### src/rtl/wptr_full_ctrl_if.sv
// Write-side bus for the async FIFO pointer/flag block.
// The master modport is the producer; the slave modport is the controller.
interface wptr_full_ctrl_if #(
  parameter int unsigned ADDRSIZE = 4
);
  logic                winc;
  logic [ADDRSIZE:0]   wd_rptr;
  logic                wovf_clr;
  logic [ADDRSIZE-1:0] waddr;
  logic [ADDRSIZE:0]   wptr;
  logic                wfull;
  logic                walmost_full;
  logic [ADDRSIZE:0]   wlevel;
  logic                woverflow;

  modport master (
    output winc, wd_rptr, wovf_clr,
    input  waddr, wptr, wfull, walmost_full, wlevel, woverflow
  );

  modport slave (
    input  winc, wd_rptr, wovf_clr,
    output waddr, wptr, wfull, walmost_full, wlevel, woverflow
  );
endinterface

### src/rtl/wptr_full_ctrl.sv
// Write-domain pointer, Gray export and registered full/almost-full/level/overflow
// status for the asynchronous FIFO, all in wclk.
module wptr_full_ctrl #(
  parameter int unsigned ADDRSIZE    = 4,
  parameter int unsigned AFULL_LEVEL = (1 << ADDRSIZE) - 2
) (
  input logic              wclk,
  input logic              wrst,
  wptr_full_ctrl_if.slave  bus
);
  localparam logic [ADDRSIZE:0] AFULL_THR = (ADDRSIZE + 1)'(AFULL_LEVEL);

  logic [ADDRSIZE:0] wbin;
  logic [ADDRSIZE:0] wbinnext;
  logic [ADDRSIZE:0] wgraynext;
  logic [ADDRSIZE:0] rbin;
  logic [ADDRSIZE:0] level_next;
  logic [ADDRSIZE:0] wptr_q;
  logic [ADDRSIZE:0] wlevel_q;
  logic              wfull_q;
  logic              wafull_q;
  logic              wovf_q;
  logic              wen;
  logic              full_next;

  // Gray to binary: each binary bit is the XOR of all Gray bits at or above it.
  always_comb begin
    rbin = '0;
    for (int unsigned i = 0; i <= ADDRSIZE; i++) begin
      rbin[i] = ^(bus.wd_rptr >> i);
    end
  end

  assign wen        = bus.winc & ~wfull_q;
  assign wbinnext   = wbin + (ADDRSIZE + 1)'(wen);
  assign wgraynext  = (wbinnext >> 1) ^ wbinnext;
  assign level_next = wbinnext - rbin;
  assign full_next  = (wgraynext == {~bus.wd_rptr[ADDRSIZE:ADDRSIZE-1],
                                     bus.wd_rptr[ADDRSIZE-2:0]});

  always_ff @(posedge wclk or negedge wrst) begin
    if (!wrst) begin
      wbin     <= '0;
      wptr_q   <= '0;
      wfull_q  <= 1'b0;
      wafull_q <= 1'b0;
      wlevel_q <= '0;
    end else begin
      wbin     <= wbinnext;
      wptr_q   <= wgraynext;
      wfull_q  <= full_next;
      wafull_q <= (level_next >= AFULL_THR);
      wlevel_q <= level_next;
    end
  end

  // Sticky overflow: a rejected write outranks a clear in the same cycle.
  always_ff @(posedge wclk or negedge wrst) begin
    if (!wrst) begin
      wovf_q <= 1'b0;
    end else if (bus.winc & wfull_q) begin
      wovf_q <= 1'b1;
    end else if (bus.wovf_clr) begin
      wovf_q <= 1'b0;
    end
  end

  assign bus.waddr        = wbin[ADDRSIZE-1:0];
  assign bus.wptr         = wptr_q;
  assign bus.wfull        = wfull_q;
  assign bus.walmost_full = wafull_q;
  assign bus.wlevel       = wlevel_q;
  assign bus.woverflow    = wovf_q;
endmodule
### src/flat_wrapper.sv
// flat-port wrapper written by rule: the top's interface ports become plain ports
module wptr_full_ctrl_flat 
#(
  parameter int unsigned ADDRSIZE    = 4,
  parameter int unsigned AFULL_LEVEL = (1 << ADDRSIZE) - 2
)
  (wclk, wrst, bus_winc, bus_wd_rptr, bus_wovf_clr, bus_waddr, bus_wptr, bus_wfull, bus_walmost_full, bus_wlevel, bus_woverflow);
  wptr_full_ctrl_if #(.ADDRSIZE(ADDRSIZE)) bus_i ();
  input logic wclk;
  input logic wrst;
  input wire logic [$bits(bus_i.winc)-1:0] bus_winc;
  input wire logic [$bits(bus_i.wd_rptr)-1:0] bus_wd_rptr;
  input wire logic [$bits(bus_i.wovf_clr)-1:0] bus_wovf_clr;
  output wire logic [$bits(bus_i.waddr)-1:0] bus_waddr;
  output wire logic [$bits(bus_i.wptr)-1:0] bus_wptr;
  output wire logic [$bits(bus_i.wfull)-1:0] bus_wfull;
  output wire logic [$bits(bus_i.walmost_full)-1:0] bus_walmost_full;
  output wire logic [$bits(bus_i.wlevel)-1:0] bus_wlevel;
  output wire logic [$bits(bus_i.woverflow)-1:0] bus_woverflow;
  assign bus_i.winc = bus_winc;
  assign bus_i.wd_rptr = bus_wd_rptr;
  assign bus_i.wovf_clr = bus_wovf_clr;
  assign bus_waddr = bus_i.waddr;
  assign bus_wptr = bus_i.wptr;
  assign bus_wfull = bus_i.wfull;
  assign bus_walmost_full = bus_i.walmost_full;
  assign bus_wlevel = bus_i.wlevel;
  assign bus_woverflow = bus_i.woverflow;
  wptr_full_ctrl #(.ADDRSIZE(ADDRSIZE), .AFULL_LEVEL(AFULL_LEVEL)) u_core (.wclk(wclk), .wrst(wrst), .bus(bus_i));
endmodule
### config.mk
export PLATFORM = sky130hd
export DESIGN_NAME = wptr_full_ctrl_flat
export DESIGN_NICKNAME = d
export VERILOG_FILES = /design/src/rtl/wptr_full_ctrl_if.sv /design/src/rtl/wptr_full_ctrl.sv /design/src/flat_wrapper.sv
export SDC_FILE = /design/constraint.sdc
export NUM_CORES = 1
export LEC_CHECK = 0
export BUFFER_PORTS_ARGS = -buffer_cell sky130_fd_sc_hd__buf_2
export CORE_MARGIN = 2
export CORE_UTILIZATION = 30
export CTS_CLUSTER_SIZE = 10
export DETAILED_ROUTE_END_ITERATION = 8
export GPL_TIMING_DRIVEN = 0
export SLEW_MARGIN = 15
export SYNTH_ARGS = -nofsm -noshare
export SYNTH_HDL_FRONTEND = slang
export SYNTH_SLANG_ARGS = --single-unit
### constraint.sdc
create_clock -name wclk -period 2.01 [get_ports wclk]
set_input_delay 0.3015 -clock wclk [delete_from_list [all_inputs] [get_ports wclk]]
set_output_delay 0.3015 -clock wclk [all_outputs]
set_load 0.05 [all_outputs]
* Word level (Yosys, flattened, before mapping) *
Cells that the tools add are included.
Widths: inputs -> output; s select.

word-level totals
  memories = 0
  memory bits (writable) = 0
  word-level logic and storage cells = 23
  memory bits (read-only) = 0
  output and inout port bits = 17
  bits of input ports = 9
  latch bits = 0
  register bits after elaboration = 18

cells by class
  equal/unequal tests = 1
  magnitude comparators = 1
  muxes and demuxes = 2
  reduce and logical (&&, ||, !) cells = 6
  shift-type cells = 0
  add/subtract/negate cells = 2
  divide/modulo/power cells = 0
  bitwise operators = 5
  multipliers = 0

operators with widths
  cell                number
  $reduce_xor 5->1    5
  $add 5x1->5         1
  $eq 5x5->1          1
  $ge 5x4->1 const B  1
  $sub 5x5->5         1
  $xor 4x5->5         1
  $and 1x1->1         2
  $mux 1              2
  $not 2->2           1
  $reduce_bool 2->1   1
  $not 1->1           1

* Longest topological paths before layout *
Gate-level depths: netlist of the first run.

  depth in word-level cells = 5
  mapped depth = 10
  depth with buffers taken out = 10

* Least setup slack after synthesis of the first run *
OpenSTA, ideal clock, no wires.

  kind = flip-flop to flip-flop
  from = reg u_core.wfull_q, in the netlist u_core.bus.wfull
  to = reg u_core.wafull_q, in the netlist u_core.bus.walmost_full
  clock period less this slack = 2611 ps
  setup time = 87 ps
  path buffers = 0
  data arrival time = 2525 ps
  stages on the path, launching flop included = 10
  data required time = 1923 ps
  path slack = -601 ps
  cell sequence = dfrtp_1 > nor2b_1 > ha_1 > ha_1 > inv_1 > fa_1 > nor2b_1 > o21ai_0 > a311o_1 > o211ai_1

between the ends
  word-level cells in the longest chain between the ends = 5

RTL lines
  item                          RTL line              source
  start: declaration            wptr_full_ctrl.sv:20  logic wfull_q;
  start signal: assignment      wptr_full_ctrl.sv:51  wfull_q <= full_next;
  $not 1->1                     wptr_full_ctrl.sv:34  assign wen = bus.winc & ~wfull_q;
  $and 1x1->1                   wptr_full_ctrl.sv:34
  $add 5x1->5                   wptr_full_ctrl.sv:35  assign wbinnext = wbin + (ADDRSIZE + 1)'(wen);
  named net u_core.wbinnext[1]  wptr_full_ctrl.sv:14  logic [ADDRSIZE:0] wbinnext;
  $sub 5x5->5                   wptr_full_ctrl.sv:37  assign level_next = wbinnext - rbin;
  $ge 5x4->1                    wptr_full_ctrl.sv:52  wafull_q <= (level_next >= AFULL_THR);
  end signal: assignment        wptr_full_ctrl.sv:52
  end: declaration              wptr_full_ctrl.sv:21  logic wafull_q;

The timed path passes the listed nets, and every way through them passes these cells.
A chain may end at the register's enable or synchronous reset.

* Final worst setup path of the first run *
Ends and elaborated chain as after synthesis.

==> metrics.md, run 1 <==
| Metric | Value |
|---|---|
| DP HPWL | `1.357 mm` |
| CTS root buffer | `clkbuf_4` |
| Tightest Hold Check Type | `primary input to flip-flop` |
| CTS tree | `yes` |
| Synth Area in XOR/XNOR | `24.34%` |
| Area growth syn-to-layout | `59.61%` |
| Mapped Nets | `92` |
| RSZ-0062 raised after global routing | `yes` |
| CP required | `2210 ps` |
| Number of synthesized register bits | `17` |
| Worst setup SP type | `flip-flop` |
| Top Ports | `26` |
| Final Slew Violations | `0` |
| Critical R2R Launch | `u_core.bus.wfull` |
| Sink Count | `17` |
| Count of different cell masters after synthesis | `21` |
| Slowest cell on the critical path | `fa_2` |
| Max incr delay on CP | `410 ps` |
| Filler cells | `248` |
| Final period util | `106.0%` |
| Max Fclk | `469.5 MHz` |
| Chip width | `58.91 um` |
| Largest net degree at the start of global routing | `18` |
| Clk_skew | `9.392 ps` |
| Crit. Startpoint | `u_core.bus.wfull` |
| Slew HR | `75.44%` |
| Die Ht | `58.91 um` |
| Clk buf depth | `2` |
| Synth warn | `0` |
| Nets | `142` |
| Outcome | `finished with violations` |
| Synth Area in Compound Gates | `7.469%` |
| Critical-path maximum fanout | `3` |
| First-pass GRT wire length | `3.312 mm` |
| Final routed DRC violation total | `1` |
| Share of cells above drive strength 1 | `57.94%` |
| Num CTS Buffers | `3` |
| Yosys top cell by area | `dfrtp_1` |
| Worst hold start | `bus_wovf_clr` |
| Final hold violation count | `0` |
| IO buf count | `25` |
| Final min period | `2130 ps` |
| Simple logic cell fraction of the synthesized area | `8.299%` |
| Initial antenna violation count | `0` |
| Clock slew at reported path FFs | `100 ps` |
| Row cnt | `19` |
| H-Tree Depth | `1` |
| Multiplexer share of the synthesized area | `0%` |
| Final Worst Setup Slack | `-120.2 ps` |
| Crit end category | `flip-flop` |
| Final setup violation count | `3` |
| DR vias | `736` |
| Final TNS setup | `-211.1 ps` |
| Worst hold margin | `179.5 ps` |
| Core Area | `2805 um2` |
| Violated checks | `design-rule violations, negative setup slack` |
| Sequential fraction of the synthesis area | `47.03%` |
| Antenna-violating nets left | `0` |
| Worst-Skew Late Latency | `290 ps` |
| Flop2flop setup slack | `-120 ps` |
| 1st-pass router iterations | `6` |
| Critical path arrival | `2330 ps` |
| Largest family of logic cells by synthesized area | `XOR/XNOR gates` |
| Iter 0 DRT Violations | `8` |
| Vias in the first global route | `770` |
| DR WL/cell | `12.65 um` |
| Die footprint | `3470 um2` |
| Cell area after synthesis | `904.6 um2` |
| Syn Area/Cell | `11.75 um2` |
| Total wire length | `1.986 mm` |
| Crit Path Category | `flip-flop to flip-flop` |
| Remaining Overflow, GRT | `0` |
| Worst-margin pin slew | `365.8 ps` |
| Mapped Cells | `77` |
| Synth top area share | `47.03%` |
| Post-synthesis adder-cell area fraction | `9.129%` |
| Via/cell ratio | `4.688` |
| Reg area | `427.9 um2` |
| Starting Density | `32.25%` |
| Multi-input gate area | `611.8 um2` |
| Number of max-cap violations | `0` |
| Gpl congestion | `0.7674` |
| Largest cells by area after synthesis | `dfrtp_1 (47%), xnor2_1 (11%), ha_1 (6.9%)` |
| Critical-path cell list | `nor2b_2 > ha_2 > ha_4 > inv_4 > fa_2 > nor2b_4 > nor3_4 > a311o_1 > o211ai_1` |
| # diodes | `0` |
| GRT Total Usage | `13.02%` |
critical path, delay by kind of cell, from the launching register on:
family          cells  cell delay, ps
fa+ha+maj           3             900
compound gates      2             440
flops               1             390
simple gates        3             260
buf+inv             1              40
logic make-up after synthesis:
family / count (synthesis)
fa+ha+maj: 6
compound gates: 9
simple gates: 15
xor+xnor: 21
buf+inv: 9
flops: 17
synthesized netlist by cell type, drive strengths merged:
cell	instances
dfrtp	17
or2	1
nand3	4
xor2	8
a311o	1
a21oi	1
inv	9
a221oi	1
o21ai	3
xnor2	11
a21boi	1
xnor3	1
ha	5
nor3	1
fa	1
or3	2
nand2	5
o211ai	2
nor2b	2
xor3	1
per-stage QoR:
stage / setup slack (ps) / instances / instance area, um2 / util (%)
final: -120.2 / 157 / 1444 / 51.47
after global routing: -199.7 / 157 / 1444 / 51.47
after CTS: -89.31 / 151 / 1356 / 48.35
after detailed placement: -653.5 / 133 / 1167 / 41.61
after global placement: -621.9 / 133 / 1167 / 41.61
after floorplan: -284.0 / 77 / 1003 / -
final cells by class:
type | count | area share [%]
Timing Repair Buffer | 45 | 20.97
Multi-Input combinational cell | 51 | 42.37
Clock buffer | 4 | 1.820
Inverter | 9 | 2.513
Sequential cell | 17 | 29.64
Tap cell | 31 | 2.686
layout by cell type, fill, tap and decap left out, drive strengths merged:
master and instances:
nor3 1, or2 1, a311o 1, nand3 4, clkbuf 4, or3 2
xnor3 1, ha 5, nand2 5, a221oi 1, dfrtp 17, buf 44
nor2b 2, o211ai 2, a21boi 1, xor3 1, inv 9, a21oi 1
dlygate4sd3 1, fa 1, o21ai 3, xor2 8, xnor2 11
worst paths after layout:
| path | to | cells past startpoint |
|---|---|---|
| worst max-delay path | u_core.bus.walmost_full | 9 |
| worst min-delay path | u_core.bus.woverflow | 2 |
| worst max register to register | u_core.bus.walmost_full | 9 |
| worst min register to register | u_core.bus.woverflow | 2 |
| max in group asynchronous | u_core.bus.wfull | 2 |
| min in group asynchronous | u_core.bus.wlevel[0] | 2 |
layer usage:
metal  global-route usage (%)  up-vias  share of wire, %
li1                         -      349                 -
met1                    14.79      365                38
met2                    23.17       17                55
met3                    2.198        5               3.7
met4                    6.818        0               2.4
met5                        0        -                 0
what timing repair did:
item,4_1_cts,5_1_grt
hold buffers,1,0
setup buffers,13,6
pin swaps,10,4
endpoints found under the setup margin,4,4
gates resized for setup,14,10
hold endpoints to repair,17,0
registers in the layout, summed over array words and instances (netlist names):
signal                   cells
u_core.bus.walmost_full      1
u_core.bus.wfull             1
u_core.bus.wlevel            5
u_core.bus.woverflow         1
u_core.bus.wptr              4
u_core.wbin                  5
Power of run 1 is not shown: default switching activity piles up to over one toggle a cycle in this logic, so the estimate is an artifact.
==> run 2: changes to the inputs <==
Settings changed: BUFFER_PORTS_ARGS -buffer_cell sky130_fd_sc_hd__buf_2 to -buffer_cell sky130_fd_sc_hd__clkbuf_2.
==> run 2 against run 1 <==
  * The flow still finishes with violations (design-rule violations, negative setup slack)
  * Core utilization is 0.40 points lower
  * Cell area is 0.78% lower
  * Via count is 2.9% lower
  * Fmax is 3.2% lower
  * Setup slack worse by 70 ps
  * Critical path depth is 2 higher
  * First-iteration DRC count is 38% higher
  * Clock skew is 4.3 ps lower
  * Die area stayed put
==> metrics.md, run 2 (synthesis results as in run 1) <==
| Metric | Value |
|---|---|
| Outcome | `finished with violations` |
| Violated checks | `design-rule violations, negative setup slack` |
| Final setup violation count | `4 (+1)` |
| Routed wl met3 | `73 um (-1.4%)` |
| Crit Path Category | `primary input to flip-flop` |
| Vias in the first global route | `793 (+3.0%)` |
| Critical-path cell list | `clkbuf_16 > xor2_4 > xnor2_2 > xor2_2 > xnor2_1 > ha_2 > fa_2 > nor2b_4 > o21ai_2 > a311o_1 > o211ai_1` |
| RSZ-0062 raised after global routing | `yes` |
| Tightest Hold Check Type | `primary input to flip-flop` |
| CTS tree | `yes` |
| Flop2flop setup slack | `-160 ps (-40 ps)` |
| Clock slew at reported path FFs | `100 ps (about the same)` |
| Filler cells | `247 (-0.40%)` |
| Sink Count | `17 (unchanged)` |
| Slew HR | `70.64% (-4.8 points)` |
| H-Tree Depth | `1 (unchanged)` |
| Critical path arrival | `2410 ps (+80 ps)` |
| Share of cells above drive strength 1 | `53.66% (-4.3 points)` |
| R2R Path End | `u_core.bus.walmost_full` |
| Number of max-cap violations | `0 (unchanged)` |
| R2R cell count | `9 (unchanged)` |
| Final min period | `2200 ps (+69.96 ps)` |
| Total wire length | `2.038 mm (+2.6%)` |
| First-pass GRT wire length | `3.422 mm (+3.3%)` |
| GRT Total Usage | `13.60% (+0.58 points)` |
| Area growth syn-to-layout | `58.37%` |
| Die footprint | `3470 um2 (unchanged)` |
| Iter 0 DRT Violations | `11 (+3)` |
| Slowest cell on the critical path | `fa_2` |
| Largest net degree at the start of global routing | `18 (unchanged)` |
| Core Area | `2805 um2 (unchanged)` |
| Final routed DRC violation total | `1 (unchanged)` |
| Worst hold margin | `196.5 ps (+16.99 ps)` |
| 1st-pass router iterations | `6 (unchanged)` |
| DP HPWL | `1.338 mm (-1.4%)` |
| DR vias | `715 (-2.9%)` |
| Final hold violation count | `0 (unchanged)` |
| IO buf count | `25 (unchanged)` |
| # diodes | `0 (unchanged)` |
| Die Ht | `58.91 um (unchanged)` |
| Max Fclk | `454.5 MHz (-3.2%)` |
| Final period util | `109.5% (+3.5 points)` |
| DR WL/cell | `13.23 um (+4.6%)` |
| Area post-placement | `1167 um2 (unchanged)` |
| Num CTS Buffers | `3 (unchanged)` |
| M1 WL | `778 um (+1.8%)` |
| Gpl congestion | `0.7881 (+2.7%)` |
| Max incr delay on CP | `400 ps (about the same)` |
| Worst hold start | `bus_wovf_clr` |
| Top Ports | `26 (unchanged)` |
| Initial antenna violation count | `0 (unchanged)` |
| Worst-Skew Late Latency | `290 ps (about the same)` |
| Remaining Overflow, GRT | `0 (unchanged)` |
| Final TNS setup | `-492.4 ps (-281.3 ps)` |
| Final Slew Violations | `0 (unchanged)` |
| Row cnt | `19 (unchanged)` |
| Hold path depth | `2 (unchanged)` |
| Starting Density | `32.25% (unchanged)` |
| Worst-margin pin slew | `440.4 ps (+74.61 ps)` |
| Top Layer Used | `met4` |
| Chip width | `58.91 um (unchanged)` |
| CP required | `2220 ps (about the same)` |
| Crit end category | `flip-flop` |
| Hold EP | `u_core.bus.woverflow` |
| Nets | `139 (-2.1%)` |
| Clk buf depth | `2 (unchanged)` |
| Worst setup SP type | `primary input` |
| Antenna-violating nets left | `0 (unchanged)` |
| Final Worst Setup Slack | `-190.1 ps (-69.96 ps)` |
| Critical-path maximum fanout | `4 (+1)` |
| Met2 WL | `1.139 mm (+3.5%)` |
| Final Instance Area | `1433 um2 (-0.78%)` |
| Via/cell ratio | `4.643 (-0.96%)` |
| Clk_skew | `5.044 ps (-4.348 ps)` |
| Most frequent cells in the layout | `clkbuf_2 (23), dfrtp_1 (15), buf_4 (14)` |
| Commonest non-fill, non-tap cell in the layout | `clkbuf_2` |
| CTS root buffer | `clkbuf_4` |
| Critical R2R Launch | `u_core.bus.wfull` |
## run 2: layer usage
metal | vias up | GRT usage (%)
met5 | - | 0
met4 | 0 | 7.792
met3 | 4 | 2.637
met2 | 24 | 24.29
met1 | 343 | 14.86
li1 | 344 | -
## run 2: repair_timing
| item | CTS | global route |
|---|---|---|
| setup buffers | 11 | 5 |
| endpoints found under the hold margin | 17 | 0 |
| pin swaps | 10 | 8 |
| hold buffers | 1 | 0 |
| endpoints found under the setup margin | 4 | 4 |
| resized for setup | 14 | 6 |
## run 2: metrics by stage
step | worst slack, ps | util (%) | cells
global placement | -636.9 | 41.61 | 133
detailed placement | -671.9 | 41.61 | 133
global route | -282.1 | 51.07 | 154
finish | -190.1 | 51.07 | 154
floorplan | -284.0 | - | 77
CTS | -121.2 | 48.80 | 149
## run 2: area by class of cell
cell class | count | area [um2] | share of cell area [%]
flip-flops and latches | 17 | 427.9 | 29.87
multi-input cells | 51 | 608.1 | 42.45
inverters | 9 | 33.78 | 2.358
clock buffers | 4 | 26.28 | 1.834
repair buffers | 42 | 297.8 | 20.79
well taps | 31 | 38.79 | 2.707
## run 2: worst max path at each step
stage	startpoint	end	cells after the start
2_1_floorplan	bus_wd_rptr[3]	u_core.bus.walmost_full	10
3_3_place_gp	bus_wd_rptr[3]	u_core.bus.walmost_full	11
3_5_place_dp	bus_wd_rptr[3]	u_core.bus.walmost_full	11
4_1_cts	bus_wd_rptr[4]	u_core.bus.walmost_full	11
5_1_grt	bus_wd_rptr[4]	u_core.bus.walmost_full	11
6_report	bus_wd_rptr[4]	u_core.bus.walmost_full	11
## run 2: critical path, delay by kind of cell
kind,cells,cell delay [ps]
xor gates and xnor gates,4,660
adders and majority gates,2,600
buffers and inverters,1,130
AOI/OAI and AO/OA,3,530
and+or+nand+nor,1,160
Power of run 2 is left out for the same reason.
==> run 3: changes to the inputs <==
Settings changed: ABC_AREA from default to 1.
==> run 3 against run 2 <==
  * The flow finishes with violations (negative setup slack)
  * Critical endpoint is now u_core.bus.wlevel[3]
  * First-iteration DRC count grew to 4.0 times the previous value
  * Wire length grew 18%
  * Critical path type is now flip-flop to flip-flop
  * Count of clock-buffer cells in the layout shrank 1
  * Final cell count grew 40%
  * Synthesized area grew 11%
  * Setup slack gained 180 ps
  * Global-route usage shrank 0.16 points
  * Highest routed layer unchanged
  * Synthesized cell count grew 68%
  * Sequential share of layout area grew 0.59 points
  * Largest cell class unchanged
  * Clock skew grew 1.7 ps
==> metrics.md, run 3 <==
| Metric | Value |
|---|---|
| Outcome | `finished with violations` |
| Violated checks | `negative setup slack` |
| Reg area | `427.9 um2 (unchanged)` |
| Final period util | `100.5% (-9.0 points)` |
| Worst-Skew Late Latency | `300 ps (about the same)` |
| Remaining Overflow, GRT | `0 (unchanged)` |
| Nets | `188 (+35%)` |
| Cell family with most CP delay | `adder cells` |
| Synth top area share | `42.39% (-4.6 points)` |
| Row cnt | `20 (+1)` |
| Clk buf depth | `2 (unchanged)` |
| Slew HR | `71.26% (+0.61 points)` |
| CP required | `2210 ps (about the same)` |
| Synth warn | `0 (unchanged)` |
| CTS tree | `yes` |
| Post-synth ARST share | `100.0% (unchanged)` |
| DP HPWL | `1.663 mm (+24%)` |
| Critical-path cell list | `nor2_4 > ha_4 > ha_4 > nand2_4 > nand2_4 > inv_4 > ha_4 > inv_4 > o211ai_1 > nand3_1 > and2_1` |
| Final routed DRC violation total | `0 (-1)` |
| Crit-path most repeated cell | `ha_4` |
| IO buf count | `25 (unchanged)` |
| Place WS | `-318.3 ps (+353.6 ps)` |
| Max incr delay on CP | `440 ps (+40 ps)` |
| Num CTS Buffers | `3 (unchanged)` |
| Critical R2R Launch | `u_core.bus.wfull` |
| 1st-pass router iterations | `4 (-2)` |
| Sequential fraction of the synthesis area | `42.39% (-4.6 points)` |
| Crit. Startpoint | `u_core.bus.wfull` |
| Initial antenna violation count | `0 (unchanged)` |
| Die footprint | `3824 um2 (+10%)` |
| Synth Area in Compound Gates | `1.746% (-5.7 points)` |
| Area growth syn-to-layout | `40.03%` |
| Tightest Hold Check Type | `primary input to flip-flop` |
| Final min period | `2020 ps (-179.9 ps)` |
| Count of different cell masters after synthesis | `17 (-19%)` |
| Most frequent cells in the layout | `nand2_1 (35), clkbuf_2 (25), inv_1 (20)` |
| Commonest non-fill, non-tap cell in the layout | `nand2_1` |
| Share of cells above drive strength 1 | `37.79% (-16 points)` |
| Starting Density | `32.08% (-0.17 points)` |
| Largest net degree at the start of global routing | `18 (unchanged)` |
| Core Area | `3128 um2 (+12%)` |
| Sink Count | `17 (unchanged)` |
| Number of synthesized register bits | `17 (unchanged)` |
| H-Tree Depth | `1 (unchanged)` |
| Worst-margin pin slew | `431.1 ps (-9.220 ps)` |
| Critical-path maximum fanout | `3 (-1)` |
| Crit Path Category | `flip-flop to flip-flop` |
| Final Worst Setup Slack | `-10.19 ps (+179.9 ps)` |
| Chip width | `61.84 um (+5.0%)` |
| Largest family of logic cells by synthesized area | `simple AND/OR/NAND/NOR gates` |
| Post-synthesis adder-cell area fraction | `8.229% (-0.90 points)` |
| Filler cells | `294 (+19%)` |
| Multi-input gate area | `563.0 um2 (-7.4%)` |
| Clk_skew | `6.761 ps (+1.717 ps)` |
| Total wire length | `2.410 mm (+18%)` |
| Synth Area in XOR/XNOR | `4.988% (-19 points)` |
| Iter 0 DRT Violations | `44 (+33)` |
| Final cell count without fillers | `216 (+40%)` |
| Multiplexer share of the synthesized area | `0% (unchanged)` |
| Simple logic cell fraction of the synthesized area | `33.29% (+25 points)` |
| Cell area after synthesis | `1003 um2 (+11%)` |
| Most frequent cell after synthesis | `nand2_1` |
| DR vias | `975 (+36%)` |
| Via/cell ratio | `4.514 (-2.8%)` |
| Post-synth EDFFs | `0 (unchanged)` |
| Final setup violation count | `2 (-2)` |
| Mapped Nets | `144 (+57%)` |
| RSZ-0062 raised after global routing | `yes` |
| Worst hold start | `bus_wovf_clr` |
| Die Ht | `61.84 um (+5.0%)` |
| DR WL/cell | `11.16 um (-16%)` |
| Placed Cells | `198 (+49%)` |
| Crit end category | `flip-flop` |
| Critical path arrival | `2220 ps (-190 ps)` |
| Most instantiated cells after synthesis | `nand2_1 (37), inv_1 (24), nand3_1 (18)` |
| GRT Total Usage | `13.44% (-0.16 points)` |
| Gpl congestion | `0.8418 (+6.8%)` |
| Final Slew Violations | `0 (unchanged)` |
| Final hold violation count | `0 (unchanged)` |
| Max Fclk | `495.0 MHz (+8.9%)` |
| Slowest cell on the critical path | `dfrtp_2` |
| Largest cells by area after synthesis | `dfrtp_1 (42%), nand2_1 (14%), nand3_1 (9.0%)` |
| First-pass GRT wire length | `3.746 mm (+9.5%)` |
| Clock slew at reported path FFs | `110 ps (about the same)` |
| Top_reg_cell synth | `dfrtp_1` |
| Worst setup SP type | `flip-flop` |
| Mapped Cells | `129 (+68%)` |
| Worst path bufs/invs | `2 (+1)` |
| CTS root buffer | `clkbuf_4` |
| # diodes | `0 (unchanged)` |
| Top Ports | `26 (unchanged)` |
| Syn Area/Cell | `7.779 um2 (-34%)` |
| Yosys top cell by area | `dfrtp_1` |
| Antenna-violating nets left | `0 (unchanged)` |
| Vias in the first global route | `906 (+14%)` |
| Number of max-cap violations | `0 (unchanged)` |
## run 3: cell families (layout without fill, tap and decap cells)
family | Yosys count | count (layout)
flops | 17 | 17
fa+ha+maj | 6 | 6
xor+xnor | 4 | 4
compound gates | 3 | 3
simple gates | 74 | 74
buf+inv | 25 | 68
## run 3: metrics by stage
| step | hold WS [ps] | TNS, ps | area (um2) | util (%) |
|---|---|---|---|---|
| 6_report | 181.8 | -14.38 | 1405 | 44.92 |
| 5_1_grt | 180.9 | -347.5 | 1405 | 44.92 |
| 4_1_cts | 175.8 | -23.92 | 1340 | 42.84 |
| 3_5_place_dp | 266.5 | -909.2 | 1230 | 39.32 |
| 3_3_place_gp | 258.1 | -578.5 | 1230 | 39.32 |
| 2_1_floorplan | 5.909 | -197.2 | 1050 | - |
## run 3: final cells by class
class | count | area share [%]
repair buffers | 39 | 16.56
clock inverters | 1 | 0.3562
well taps | 44 | 3.918
inverters | 25 | 7.035
clock buffers | 3 | 1.603
multi-input cells | 87 | 40.07
flip-flops and latches | 17 | 30.45
## run 3: timing repair
action / CTS / global route
resized for setup: 5 / 5
setup buffers: 7 / 6
hold endpoints to repair: 17 / 0
endpoints found under the setup margin: 3 / 3
pin swaps: 8 / 11
hold buffers: 1 / 0
## run 3: worst paths after layout
path | to | slack, ps | depth (start not counted)
worst max register to register | u_core.bus.wlevel[3] | -10 | 11
worst max-delay path | u_core.bus.wlevel[3] | -10 | 11
worst min register to register | u_core.bus.woverflow | 540 | 2
min in group asynchronous | u_core.bus.woverflow | 460 | 2
max in group asynchronous | u_core.bus.wfull | 1230 | 2
worst min-delay path | u_core.bus.woverflow | 180 | 2
## run 3: layer usage
layer	track usage, %	part of all wire [%]	up-vias
met5	0	0	-
met2	22.71	51	30
met4	7.295	1.3	0
met1	16.50	43	453
li1	-	-	489
met3	1.863	4.4	3
Power of run 3 is left out for the same reason.
